<file path="src/rtl/csr_ex_stage.sv">
// rtl/csr_ex_stage.sv - EX/WB pipeline stage between the decoder and the CSR register file
// Drives the file read port in EX and write port in WB, returns the old CSR value, counts retired ops.
module csr_ex_stage #(
  parameter int CNT_W = 32
) (
  input  logic             clk,
  input  logic             rst,
  input  logic             stall,
  input  logic             flush,
  input  logic             id_valid,
  input  logic [2:0]       id_csr_type,
  input  logic [4:0]       id_csr_addr,
  input  logic [4:0]       id_rs1_addr,
  input  logic [31:0]      id_rs1_data,
  input  logic [4:0]       id_zimm,
  input  logic [4:0]       id_rd,
  output logic             csr_read_en,
  output logic [4:0]       csr_r_addr,
  input  logic [31:0]      csr_rdata,
  output logic             csr_write_en,
  output logic [4:0]       csr_w_addr,
  output logic [2:0]       csr_type,
  output logic [31:0]      csr_in_data,
  output logic [31:0]      csr_imm,
  output logic             wb_rd_en,
  output logic [4:0]       wb_rd_addr,
  output logic [31:0]      wb_rd_data,
  output logic             illegal,
  output logic [CNT_W-1:0] retired_cnt
);

  localparam logic [2:0] CSRRW  = 3'd1;
  localparam logic [2:0] CSRRS  = 3'd2;
  localparam logic [2:0] CSRRC  = 3'd3;
  localparam logic [2:0] CSRRWI = 3'd5;
  localparam logic [2:0] CSRRSI = 3'd6;
  localparam logic [2:0] CSRRCI = 3'd7;

  logic             r_ex_valid;
  logic [2:0]       r_ex_type;
  logic [4:0]       r_ex_addr;
  logic [4:0]       r_ex_rs1_addr;
  logic [31:0]      r_ex_rs1_data;
  logic [4:0]       r_ex_zimm;
  logic [4:0]       r_ex_rd;

  logic             r_wb_valid;
  logic [2:0]       r_wb_type;
  logic [4:0]       r_wb_addr;
  logic [4:0]       r_wb_rs1_addr;
  logic [31:0]      r_wb_rs1_data;
  logic [4:0]       r_wb_zimm;
  logic [4:0]       r_wb_rd;
  logic [31:0]      r_wb_rdata;
  logic [CNT_W-1:0] r_retired_cnt;

  logic             w_ex_read;
  logic             w_wb_type_ok;
  logic             w_wb_legal;
  logic             w_wb_write;

  // Swap ops that discard the old value skip the read entirely.
  assign w_ex_read = r_ex_valid &&
                     !(((r_ex_type == CSRRW) || (r_ex_type == CSRRWI)) && (r_ex_rd == 5'd0));

  assign w_wb_type_ok = (r_wb_type == CSRRW)  || (r_wb_type == CSRRS)  || (r_wb_type == CSRRC) ||
                        (r_wb_type == CSRRWI) || (r_wb_type == CSRRSI) || (r_wb_type == CSRRCI);
  assign w_wb_legal   = r_wb_valid && w_wb_type_ok && (r_wb_addr != 5'd0);

  // Set/clear with a zero source is a pure read and must not write.
  assign w_wb_write = w_wb_legal &&
                      !(((r_wb_type == CSRRS)  || (r_wb_type == CSRRC))  && (r_wb_rs1_addr == 5'd0)) &&
                      !(((r_wb_type == CSRRSI) || (r_wb_type == CSRRCI)) && (r_wb_zimm == 5'd0));

  always_ff @(posedge clk or posedge rst) begin
    if (rst) begin
      r_ex_valid    <= 1'b0;
      r_ex_type     <= 3'd0;
      r_ex_addr     <= 5'd0;
      r_ex_rs1_addr <= 5'd0;
      r_ex_rs1_data <= 32'd0;
      r_ex_zimm     <= 5'd0;
      r_ex_rd       <= 5'd0;
    end else if (flush) begin
      r_ex_valid <= 1'b0;
    end else if (!stall) begin
      r_ex_valid    <= id_valid;
      r_ex_type     <= id_csr_type;
      r_ex_addr     <= id_csr_addr;
      r_ex_rs1_addr <= id_rs1_addr;
      r_ex_rs1_data <= id_rs1_data;
      r_ex_zimm     <= id_zimm;
      r_ex_rd       <= id_rd;
    end
  end

  // WB copies EX every edge; only the valid bit decides whether it counts.
  always_ff @(posedge clk or posedge rst) begin
    if (rst) begin
      r_wb_valid    <= 1'b0;
      r_wb_type     <= 3'd0;
      r_wb_addr     <= 5'd0;
      r_wb_rs1_addr <= 5'd0;
      r_wb_rs1_data <= 32'd0;
      r_wb_zimm     <= 5'd0;
      r_wb_rd       <= 5'd0;
      r_wb_rdata    <= 32'd0;
    end else begin
      r_wb_valid    <= r_ex_valid & ~stall & ~flush;
      r_wb_type     <= r_ex_type;
      r_wb_addr     <= r_ex_addr;
      r_wb_rs1_addr <= r_ex_rs1_addr;
      r_wb_rs1_data <= r_ex_rs1_data;
      r_wb_zimm     <= r_ex_zimm;
      r_wb_rd       <= r_ex_rd;
      r_wb_rdata    <= w_ex_read ? csr_rdata : 32'd0;
    end
  end

  always_ff @(posedge clk or posedge rst) begin
    if (rst) begin
      r_retired_cnt <= '0;
    end else if (w_wb_legal) begin
      r_retired_cnt <= r_retired_cnt + 1'b1;
    end
  end

  always_comb begin
    csr_read_en  = w_ex_read;
    csr_r_addr   = r_ex_valid ? r_ex_addr : 5'd0;
    csr_write_en = w_wb_write;
    csr_w_addr   = 5'd0;
    csr_type     = 3'd0;
    csr_in_data  = 32'd0;
    csr_imm      = 32'd0;
    wb_rd_en     = 1'b0;
    wb_rd_addr   = 5'd0;
    wb_rd_data   = 32'd0;
    illegal      = r_wb_valid & ~w_wb_legal;
    retired_cnt  = r_retired_cnt;
    if (w_wb_legal) begin
      csr_w_addr  = r_wb_addr;
      csr_type    = r_wb_type;
      csr_in_data = r_wb_rs1_data;
      csr_imm     = {27'd0, r_wb_zimm};
      wb_rd_en    = (r_wb_rd != 5'd0);
      wb_rd_addr  = r_wb_rd;
      wb_rd_data  = r_wb_rdata;
    end
  end

endmodule

</file>
<file path="config.mk">
export PLATFORM = sky130hd
export DESIGN_NAME = csr_ex_stage
export DESIGN_NICKNAME = d
export VERILOG_FILES = /design/src/rtl/csr_ex_stage.sv
export SDC_FILE = /design/constraint.sdc
export NUM_CORES = 1
export LEC_CHECK = 0
export BUFFER_PORTS_ARGS = -buffer_cell sky130_fd_sc_hd__clkbuf_2
export CAP_MARGIN = 20
export CORE_UTILIZATION = 46
export CTS_BUF_LIST = sky130_fd_sc_hd__clkbuf_16
export CTS_CLUSTER_SIZE = 40
export DETAILED_ROUTE_END_ITERATION = 7
export PLACE_DENSITY = 0.75
export SETUP_SLACK_MARGIN = 0.1
export SLEW_MARGIN = 20
export SYNTH_ARGS = -nofsm -noshare
export SYNTH_HDL_FRONTEND = slang
export SYNTH_SLANG_ARGS = --single-unit
</file>
<file path="constraint.sdc">
create_clock -name clk -period 14.99 [get_ports clk]
set_input_delay 0.7495 -clock clk [delete_from_list [all_inputs] [get_ports clk]]
set_output_delay 0.7495 -clock clk [all_outputs]
set_load 0.02 [all_outputs]
</file>
Word level (Yosys, flattened, before mapping) --
Cells that the tools add are included.
Word-level totals: bits in registers 176, bits in latches 0, bits in writable memories 0, memory bits (read-only) 0, output and inout bits 150, word-level logic and storage cells 68, memories 0
Operators by class: add/subtract/negate cells 1, multipliers 0, div/mod/pow operators 0, order comparisons 0, equality and inequality tests 9, shift operators 0, muxes and demuxes 11, bitwise gates (word level) 6, reductions and logical operators 25
Operators with widths (number):
- two-way mux 32 bit | 3
- adder 32 x 1 -> 32 bit, second input constant | 1
- two-way mux 5 bit | 4
- zero test 5 bit | 3
- equality test 3 bit, second input constant | 4
- nonzero test 5 bit | 2
- logical AND 1 bit | 8
- logical OR 1 bit | 8
- equality test 3 x 1 -> 1 bit, second input constant | 2
- equality test 3 x 2 -> 1 bit, second input constant | 2
- AND 1 bit | 3
- zero test 1 bit | 3
- two-way mux 1 bit | 3
- two-way mux 3 bit | 1
- NOT 1 bit | 3
- inequality test 2 x 1 -> 1 bit, second input constant | 1
- AND reduction 2 bit | 1

Longest topological paths before layout --
depth after elaboration 10, gate-level depth with buffers 6, depth with buffers taken out 5

Worst setup path after synthesis --
No wires, ideal clock.
path type register to output, start reg r_wb_addr[1], end out csr_imm[0], arrival time 1614 ps, required time 14241 ps, setup slack 12627 ps, stages on the path, launching flop included 6, buffers on the path 2, cells stage by stage dfrtp_1 -> or4_1 -> buf_4 -> o21a_4 -> clkbuf_1 -> and2_1
On the way: word-level cells in the longest chain between the ends 3
Ends and longest elaborated chain:
- start, declared | RTL line 49 | logic [4:0] r_wb_addr;
- start signal, assigned | RTL line 111 | r_wb_addr <= r_ex_addr;
- nonzero test 5 bit | RTL line 68 | assign w_wb_legal = r_wb_valid && w_wb_type_ok && (r_wb_addr != 5'd0);
- logical AND 1 bit | RTL line 68
- two-way mux 5 bit | RTL line 141 | if (w_wb_legal) begin
- end, declared | RTL line 24 | output logic [31:0] csr_imm,
No other way between the ends.

Final worst setup path --
start reg r_wb_addr[1], end out csr_in_data[18]
On the way: word-level cells in the longest chain between the ends 3
Ends and longest elaborated chain:
- nonzero test 5 bit | RTL line 68
- logical AND 1 bit | RTL line 68
- two-way mux 32 bit | RTL line 141
- end, declared | RTL line 23 | output logic [31:0] csr_in_data,
No other way between the ends.

==> results.py <==
metrics = {
    "synthesis": {
        "syn_area_um2": 6910,
        "synth_top_cell_by_area": "dfrtp_1",
        "yosysMostFrequentCell": "dfrtp_1",
        "synth_seq_area_share": 0.637,
        "synth-edff-count": 0,
        "syn_inst": 525,
        "synth_top_cells_by_area": "dfrtp_1 (64%), and2_1 (11%), mux2_2 (9.0%), buf_4 (3.0%), xor2_1 (2.0%)",
        "synth_cell_types": 34,
        "synthArstFlopShare": 1.00,
        "ys_warn_count": 0,
        "synth_ff_type": "dfrtp_1",
        "ys_seq_elements": 176,
        "synth_top_area_share": 0.637,
        "synth_top_cells_by_count": "dfrtp_1 (176), and2_1 (122), mux2_2 (55)",
        "synth_area_per_cell_um2": 13.2,
    },
    "clocking": {
        "cts_buffers": 17,
        "hold_buffers": 0,
        "clock-root-buffer": "clkbuf_16",
        "cts.sinks": 176,
        "cts_tree": "yes",
        "clk_pin_slew_ns": 0.06,
        "cts_setup_buffers": 0,
        "clk_latency_ns": 0.42,
        "cts.path.max_buffers": 2,
        "htreeDepth": 4,
        "cts_resized": 0,
    },
    "min_path": {
        "min_from": "r_ex_rs1_data[4]",
        "holdCritPathClass": "register to register",
    },
    "critical_path": {
        "endpoint_kind": "output pin",
        "startpoint": "r_wb_addr[1]",
        "cp_data_arrival_time_ns": 2.48,
        "worstPathRequired_ns": 14.24,
        "r2r-start": "r_wb_addr[1]",
        "critPathLaunchType": "register",
        "worstPathCellList": "or4_1 > o21a_4 > and2_1 > clkbuf_2",
        "max_stage_delay_ns": 0.73,
        "cp_slowest_cell": "or4_1",
        "cp_max_fo": 80,
        "crit_type": "register to output pin",
    },
    "timing": {
        "fin_worst_skew_ns": 0.00737,
        "hold_viol": 0,
        "max_freq_mhz": 310,
        "rsz0062_at_grt": "false",
        "worst_slack_ns": 11.76,
        "timing.final.crit_share": 0.216,
        "max_slew_margin": 0.376,
        "report.final.slew_viol_count": 0,
        "hold_ws_ns": 0.370,
        "finalSetupViolCount": 0,
        "tns_ns": 0,
        "min_period_ns": 3.23,
        "worst_slew_pin_slew_ns": 0.936,
    },
    "die": {
        "num_rows": 44,
        "dieArea_um2": 15500,
        "core-area_um2": 14600,
        "die_w_um": 125,
        "start_util": 0.474,
        "die_h_um": 125,
        "io_pins": 242,
    },
    "global_routing": {
        "grt_max_degree": 108,
        "grt_util_met2": 0.298,
        "grt-ovfl-total": 0,
        "grt_pass1_wl_mm": 23.3,
        "grt.total_usage": 0.191,
        "grt_antenna_before_repair": 2,
        "top_usage_layer": "met2",
        "grt_pass1_vias": 4669,
        "use_met3": 0.0786,
        "use_met1": 0.241,
    },
    "placed_design": {
        "gp_congestion": 0.832,
        "port_buffers": 214,
        "dp_hpwl_mm": 9.89,
        "dp.cells": 905,
        "place_area_um2": 8060,
        "dpl_worst_slack_ns": 12.20,
    },
    "finish": {
        "stdcell_count": 937,
        "syn_to_final_growth_pct": 24.9,
        "layout-drive-gt1-share": 0.410,
        "utilization": 0.592,
        "diodes": 0,
        "nets": 833,
        "stdcell_area_um2": 8630,
    },
    "power": {
        "powerDensity_nw_per_um2": 124,
        "combPwrFrac": 0.081,
        "p_int_mw": 0.823,
        "leakage_nw": 4.43,
        "clock_power_share": 0.402,
        "total_power_mw": 1.07,
        "swShare": 0.230,
        "seqPwrFrac": 0.517,
        "ir_drop_v": 0.0000910,
        "power.switching_mw": 0.246,
    },
    "detailed_routing": {
        "vias": 4475,
        "drt_iter0_drc": 198,
        "drcViolationCount": 0,
        "routedWlPerCell_um": 14.7,
        "drtAntennaViolNets": 0,
        "first_pass_iters": 4,
        "wl_mm": 13.8,
        "vias_per_cell": 4.78,
    },
    "run_status": {
        "status": "finished, final reports clean",
    },
    "job": {
        "maxCapViolCount": 0,
    },
}
==> layout make-up <==
class / count / area, um^2
Fill cell: 1174 / 5950
Inverter: 6 / 27.5
Timing Repair Buffer: 217 / 1090
Clock buffer: 17 / 425
Multi-Input combinational cell: 322 / 2300
Sequential cell: 176 / 4400
Clock inverter: 15 / 154
Tap cell: 184 / 230
==> worst max-delay path, delay by kind of cell, from the launching register on <==
kind | cells | cell delay [ns]
and+or+nand+nor | 2 | 1.01
AOI/OAI and AO/OA | 1 | 0.48
buffers and inverters | 1 | 0.16
DFF | 1 | 0.38
==> flip-flops by register name, indices dropped and copies added, names as in the netlist, 5 cells and up <==
name           count
r_ex_addr          5
r_wb_rs1_addr      5
r_wb_rs1_data     32
r_ex_rs1_addr      5
r_ex_zimm          5
r_ex_rs1_data     32
r_wb_rdata        32
r_wb_addr          5
retired_cnt       32
r_ex_rd            5
r_wb_zimm          5
r_wb_rd            5
==> cells by family (layout without fill, tap and decap cells) <==
kind of cell               Yosys count  count (layout)  synth area share
xor gates and xnor gates            31              31            0.0393
muxes                               56              56            0.0910
other                                1              27          0.000542
AOI/OAI and AO/OA                   15              15            0.0168
DFF                                176             176             0.637
buffers and inverters               53             255            0.0463
and+or+nand+nor                    192             192             0.167
adders and majority gates            1               1           0.00181
==> layer usage <==
| metal | share of wire | vias to the layer above | wire (um) |
|---|---|---|---|
| li1 | - | 2112 | - |
| met1 | 0.42 | 2174 | 5810 |
| met2 | 0.48 | 173 | 6670 |
| met3 | 0.079 | 16 | 1090 |
| met4 | 0.017 | 0 | 240 |
| met5 | 0 | - | 0 |
==> power groups by stage <==
stage          Clock, mW  Combinational [mW]  Sequential, mW
2_1_floorplan          0              0.0623           0.555
3_5_place_dp           0              0.0881           0.562
4_1_cts            0.442              0.0884           0.554
5_1_grt            0.463              0.0962           0.560
3_3_place_gp           0              0.0852           0.559
6_report           0.430              0.0865           0.553
==> final timing paths <==
path / to / slack (ns) / cells after the start
worst max-delay path: csr_in_data[18] / 11.76 / 4
worst min-delay path: r_wb_rs1_data[4] / 0.37 / 0
worst max register to register: retired_cnt[3] / 13.01 / 4
worst min register to register: r_wb_rs1_data[4] / 0.37 / 0
max in group asynchronous: r_wb_rdata[22] / 13.01 / 3
min in group asynchronous: retired_cnt[14] / 0.52 / 2
==> cells in the final DEF (no fill, tap or decap), types with 3 or more instances in the layout <==
cell type  netlist  routed
clkbuf_2         0     214
dfrtp_1        176     176
and2_1         122     122
mux2_2          55      55
conb_1           1      27
clkbuf_16        0      17
xor2_1          16      16
xnor2_1         15      15
nand2_1         14      14
nor3_1          12      12
nor4_1          10      10
inv_1            6       8
nand3_1          8       8
nand4_1          7       7
nor2_1           6       5
and4_1           5       5
clkinv_2         0       5
o21a_1           3       3
and3_1           3       3
bufinv_16        0       3
buf_4           28       3
Power figures use the tool's default switching activity.
